`src/rtl/mux_stream_nto1.sv`:
```
// N-channel, W-bit valid/ready stream multiplexer with a registered output stage.
// Channel selection is either an external select or a fair round-robin rotation.
module mux_stream_nto1 #(
  parameter int  WIDTH    = 3,
  parameter int  CHANNELS = 4,
  localparam int SEL_W    = $clog2(CHANNELS)
) (
  input  logic                      clk,
  input  logic                      rst_n,
  input  logic [CHANNELS*WIDTH-1:0] in_data,
  input  logic [CHANNELS-1:0]       in_valid,
  output logic [CHANNELS-1:0]       in_ready,
  input  logic                      mode,
  input  logic [SEL_W-1:0]          sel,
  output logic [WIDTH-1:0]          out_data,
  output logic [SEL_W-1:0]          out_chan,
  output logic                      out_valid,
  input  logic                      out_ready
);

  // One spare bit so that ptr + offset cannot overflow before the modulo fold.
  localparam int                EXT_W   = SEL_W + 1;
  localparam logic [EXT_W-1:0]  CH_EXT  = EXT_W'(CHANNELS);
  localparam logic [SEL_W-1:0]  LAST_CH = SEL_W'(CHANNELS - 1);

  logic [SEL_W-1:0]    grant_s;
  logic                grant_vld_s;
  logic [EXT_W-1:0]    cand_s;
  logic                load_en_s;
  logic                xfer_s;
  logic [CHANNELS-1:0] in_ready_s;

  logic [SEL_W-1:0]    ptr_q, ptr_d;
  logic [WIDTH-1:0]    out_data_q, out_data_d;
  logic [SEL_W-1:0]    out_chan_q, out_chan_d;
  logic                out_valid_q, out_valid_d;

  // Grant selection: external select in fixed mode, first valid channel from ptr in RR mode.
  always_comb begin
    grant_s     = '0;
    grant_vld_s = 1'b0;
    cand_s      = '0;
    if (mode == 1'b0) begin
      if ({1'b0, sel} < CH_EXT) begin
        grant_s     = sel;
        grant_vld_s = 1'b1;
      end else begin
        grant_s     = '0;
        grant_vld_s = 1'b0;
      end
    end else begin
      for (int k = 0; k < CHANNELS; k++) begin
        cand_s = {1'b0, ptr_q} + EXT_W'(k);
        if (cand_s >= CH_EXT) begin
          cand_s = cand_s - CH_EXT;
        end else begin
          cand_s = cand_s;
        end
        if (!grant_vld_s && in_valid[cand_s[SEL_W-1:0]]) begin
          grant_s     = cand_s[SEL_W-1:0];
          grant_vld_s = 1'b1;
        end else begin
          grant_s     = grant_s;
          grant_vld_s = grant_vld_s;
        end
      end
    end
  end

  assign load_en_s = !out_valid_q || out_ready;
  assign xfer_s    = grant_vld_s && in_valid[grant_s] && load_en_s;

  // One-hot ready toward the granted producer, forced low while in reset.
  always_comb begin
    in_ready_s = '0;
    for (int c = 0; c < CHANNELS; c++) begin
      in_ready_s[c] = rst_n & grant_vld_s & load_en_s & (grant_s == SEL_W'(c));
    end
  end

  assign in_ready = in_ready_s;

  // Output register and RR pointer next-state.
  always_comb begin
    out_data_d  = out_data_q;
    out_chan_d  = out_chan_q;
    out_valid_d = out_valid_q;
    ptr_d       = ptr_q;
    if (load_en_s) begin
      if (xfer_s) begin
        out_data_d  = in_data[int'(grant_s)*WIDTH +: WIDTH];
        out_chan_d  = grant_s;
        out_valid_d = 1'b1;
      end else begin
        out_valid_d = 1'b0;
      end
    end else begin
      out_valid_d = out_valid_q;
    end
    if (xfer_s && mode) begin
      if (grant_s == LAST_CH) begin
        ptr_d = '0;
      end else begin
        ptr_d = grant_s + SEL_W'(1);
      end
    end else begin
      ptr_d = ptr_q;
    end
  end

  // State registers.
  always_ff @(posedge clk or negedge rst_n) begin
    if (!rst_n) begin
      ptr_q       <= '0;
      out_data_q  <= '0;
      out_chan_q  <= '0;
      out_valid_q <= 1'b0;
    end else begin
      ptr_q       <= ptr_d;
      out_data_q  <= out_data_d;
      out_chan_q  <= out_chan_d;
      out_valid_q <= out_valid_d;
    end
  end

  assign out_data  = out_data_q;
  assign out_chan  = out_chan_q;
  assign out_valid = out_valid_q;

endmodule

```
`config.mk`:
```
export PLATFORM = sky130hd
export DESIGN_NAME = mux_stream_nto1
export DESIGN_NICKNAME = d
export VERILOG_FILES = /design/src/rtl/mux_stream_nto1.sv
export SDC_FILE = /design/constraint.sdc
export NUM_CORES = 1
export LEC_CHECK = 0
export ABC_CLOCK_PERIOD_IN_PS = 6500
export CAP_MARGIN = 20
export CELL_PAD_IN_SITES_DETAIL_PLACEMENT = 1
export CELL_PAD_IN_SITES_GLOBAL_PLACEMENT = 1
export CORE_MARGIN = 2
export CORE_UTILIZATION = 34
export CTS_BUF_LIST = sky130_fd_sc_hd__clkbuf_4
export CTS_CLUSTER_DIAMETER = 200
export CTS_CLUSTER_SIZE = 25
export DETAILED_ROUTE_END_ITERATION = 10
export PLACE_DENSITY = 0.83
export RECOVER_POWER = 50
export SYNTH_ARGS = -nofsm -noshare
export SYNTH_HDL_FRONTEND = slang
export SYNTH_SLANG_ARGS = --single-unit
```
`constraint.sdc`:
```
create_clock -name clk -period 6.5 [get_ports clk]
set_input_delay 0.975 -clock clk [delete_from_list [all_inputs] [get_ports clk]]
set_output_delay 0.975 -clock clk [all_outputs]
set_load 0.05 [all_outputs]
```
==> summary.md <==
| Metric | Value |
|---|---|
| Mapped Cells | `approximately 110` |
| Vias in the first global route | `roughly 910` |
| Dpl hpwl | `2034 um` |
| Post-CTS setup buffer count | `0` |
| Max FO, Critical Path | `11` |
| Syn Area/Cell | `between 8 and 9 um2` |
| Number of cells on the worst reg-to-reg path | `8` |
| EDFF count, synth | `0` |
| Post-synth top flop | `dfrtp_1` |
| Design Power | `~400 uW` |
| CTS Hold Bufs | `0` |
| Critical path cell sequence | `clkdlybuf4s50_1 -> nand2b_1 -> a211oi_2 -> a21o_1 -> a21bo_2 -> inv_1 -> ha_1 -> and2_1 -> clkdlybuf4s50_1` |
| Share of the synthesized area in the top cell type | `around a quarter` |
| Wire per inst | `~15 um` |
| Status | `completed` |
| Die Ht | `53.95 um` |
| Setup TNS | `0 ns` |
| Post-synth cell types | `32` |
| Slew margin rel. | `about 65%` |
| Critical Path Start Type | `input pin` |
| Gr ovfl total | `0` |
| Max clock buf depth | `2` |
| IO Count | `32` |
| Crit path max-delay family | `buffers and inverters` |
| Layout cells sized above 1 | `under 10%` |
| Clock latency on the worst-skew pair | `between 0.2 and 0.3 ns` |
| Critical Path End Type | `output port` |
| Fmax | `~0.21 GHz` |
| Critical Path Max Stage Delay | `0.71 ns` |
| Placer Congestion | `0.7792` |
| CTS clk-pin slew, worst paths | `about 0.06 ns` |
| FF+latch count, synth | `8` |
| Cell mode on critical path | `clkdlybuf4s50_1` |
| Crit path required time | `between 5 and 6 ns` |
| # diodes | `0` |
| Count leader, synth | `mux2i_1` |
| CP max stage cell | `clkdlybuf4s50_1` |
| Setup CP Type | `input pin to output port` |
| Final net count | `161` |
| Number of remaining DRC errors | `0` |
| Setup violators final | `0` |
| Clock skew | `0.007933 ns` |
| Core area | `approximately 0.0024 mm2` |
| Via/cell ratio | `~5.3` |
| Synth warn | `0` |
| Cell area after synthesis | `approximately 850 um2` |
| CTS resizes | `0` |
| TritonCTS clock tree | `built` |
| Fillcell total | `slightly above 300` |
| Least-Margin Pin Slew | `about 0.52 ns` |
| Async SR Flop Fraction | `between 90% and 100%` |
| Hold Crit Class | `register to register` |
| First-pass GRT wire length | `around 4000 um` |
| Peak supply drop | `about 0.00023 V` |
| Drt first pass iters | `4` |
| Max Cap Violations | `0` |
| Starting density of the core | `between 30% and 40%` |
| Synth area leader | `dfrtp_1` |
| Power density over the cells | `roughly 340 mW/mm2` |
| Syn nets | `~130` |
| Final Cycle Share | `between 70% and 80%` |
| Hold Path Stages | `1` |
| Leakage power | `roughly 0.00050 uW` |
| Tot GR Track Use | `around a fifth` |
| Ranking of synthesized cells by area | `dfrtp_1, mux2i_1, ha_1` |
| Clock sink total | `8` |
| Post-DRT Antenna Nets | `0` |
| Largest net degree at the start of global routing | `13` |
| Min cycle time layout | `approximately 4.7 ns` |
| Post-synth top cells | `mux2i_1, nand2_1, a21oi_1, dfrtp_1, buf_2` |
| Detailed Route WL | `2466 um` |
| IO Port Bufs | `31` |
| Die Area | `between 0.002 and 0.003 mm2` |
| CP Buf/Inv Count | `3` |
| Sequential area share after synthesis | `between 20% and 30%` |
| Initial antenna violation count | `0` |
| Via count | `just under 900` |
| Area grow syn2layout | `39.53%` |
| Crit path depth | `9` |
| Clk root buf | `clkbuf_4` |
| Row cnt | `18` |
| Die X | `about 54 um` |
| CTS H-Tree Depth | `1` |
| CTS buffer count | `3` |
| Fin. Hold Viols | `0` |
| RSZ-0062 raised after global routing | `no` |
| Slew Viols, Final | `0` |
| Iteration-0 DRC Markers | `10` |
| Post-layout util | `about half` |
| Worst path arrival time | `around 3.7 ns` |
## kinds of logic (layout without fill, tap and decap cells)
group,count (synthesis),in the layout,synth area share [%]
multiplexers,15,15,18.88
AND/OR/NAND/NOR,37,37,22.27
adder cells (fa/ha/maj),4,4,5.900
AO/OA/AOI/OAI,28,28,21.68
buffers and inverters,14,41,7.669
flip-flops,8,8,23.60
## report_power, final
group | switching (uW) | leakage, uW | internal [uW] | total, uW
clock | 16.7 | 0.0000138 | 21.1 | 37.8
sequential | 27.7 | 0.0000917 | 73.8 | 101
combinational | 155 | 0.000395 | 103 | 258
total | 199 | 0.000501 | 198 | 397
## cells in the final DEF, fill, tap and decap left out
cell type and instances:
a211o_1 1, a211oi_1 1, a211oi_2 1, a21bo_2 1, a21boi_0 1, a21o_1 1, a21oi_1 8, a222oi_1 1
a22o_1 1, a31o_1 1, a31oi_1 1, and2_1 4, and2_4 1, buf_4 1, clkbuf_4 3, clkdlybuf4s50_1 25
dfrtp_1 8, dlygate4sd3_1 6, ha_1 4, inv_1 5, inv_2 1, mux2_2 4, mux2_4 1, mux2i_1 10
nand2_1 9, nand2b_1 5, nand3_1 1, nand3b_1 1, nor2_1 6, nor2b_1 4, nor3_1 6, o21ai_0 6
o22ai_1 3, o31ai_1 1
## path summary, 6_finish.rpt
check,start,endpoint,slack (ns)
max in group asynchronous,rst_n,out_valid,5.13
hold reg to reg,out_data[2],out_data[2],0.51
setup / recovery,in_valid[1],in_ready[0],1.79
min in group asynchronous,rst_n,out_data[2],1.08
hold / removal,out_data[2],out_data[2],0.51
setup reg to reg,ptr_q[1],ptr_q[1],4.22
## state kept, by name, indices dropped and copies added (netlist names)
register,cells
out_data,3
out_chan,2
ptr_q,2
out_valid,1
## layer usage
layer / routed length [um] / GRT usage [%] / share of wire [%]
met3: 148 / 3.889 / 6.0
met5: 0 / 0 / 0
met2: 1355 / 37.40 / 55
met1: 930 / 20.92 / 38
met4: 31 / 6.410 / 1.3
## per-stage QoR
stage	instances	setup slack, ns	cell area [um2]	hold WS, ns
4_1_cts	163	1.767	1184	0.5173
6_report	163	1.790	1184	0.5099
3_5_place_dp	160	1.776	1161	0.4992
2_1_floorplan	106	2.939	848.3	0.6688
3_3_place_gp	160	1.851	1161	0.4978
5_1_grt	163	1.612	1184	0.5316
## area by class of cell
cell class / count / area (um2) / area share, %
inverter: 6 / 22.52 / 1.903
sequential: 8 / 200.2 / 16.91
clock buffer: 3 / 22.52 / 1.903
timing repair buffer: 32 / 317.8 / 26.85
tap: 30 / 37.54 / 3.171
multi-input combinational: 84 / 583.1 / 49.26
No activity file was read; power rests on OpenSTA's default activity.
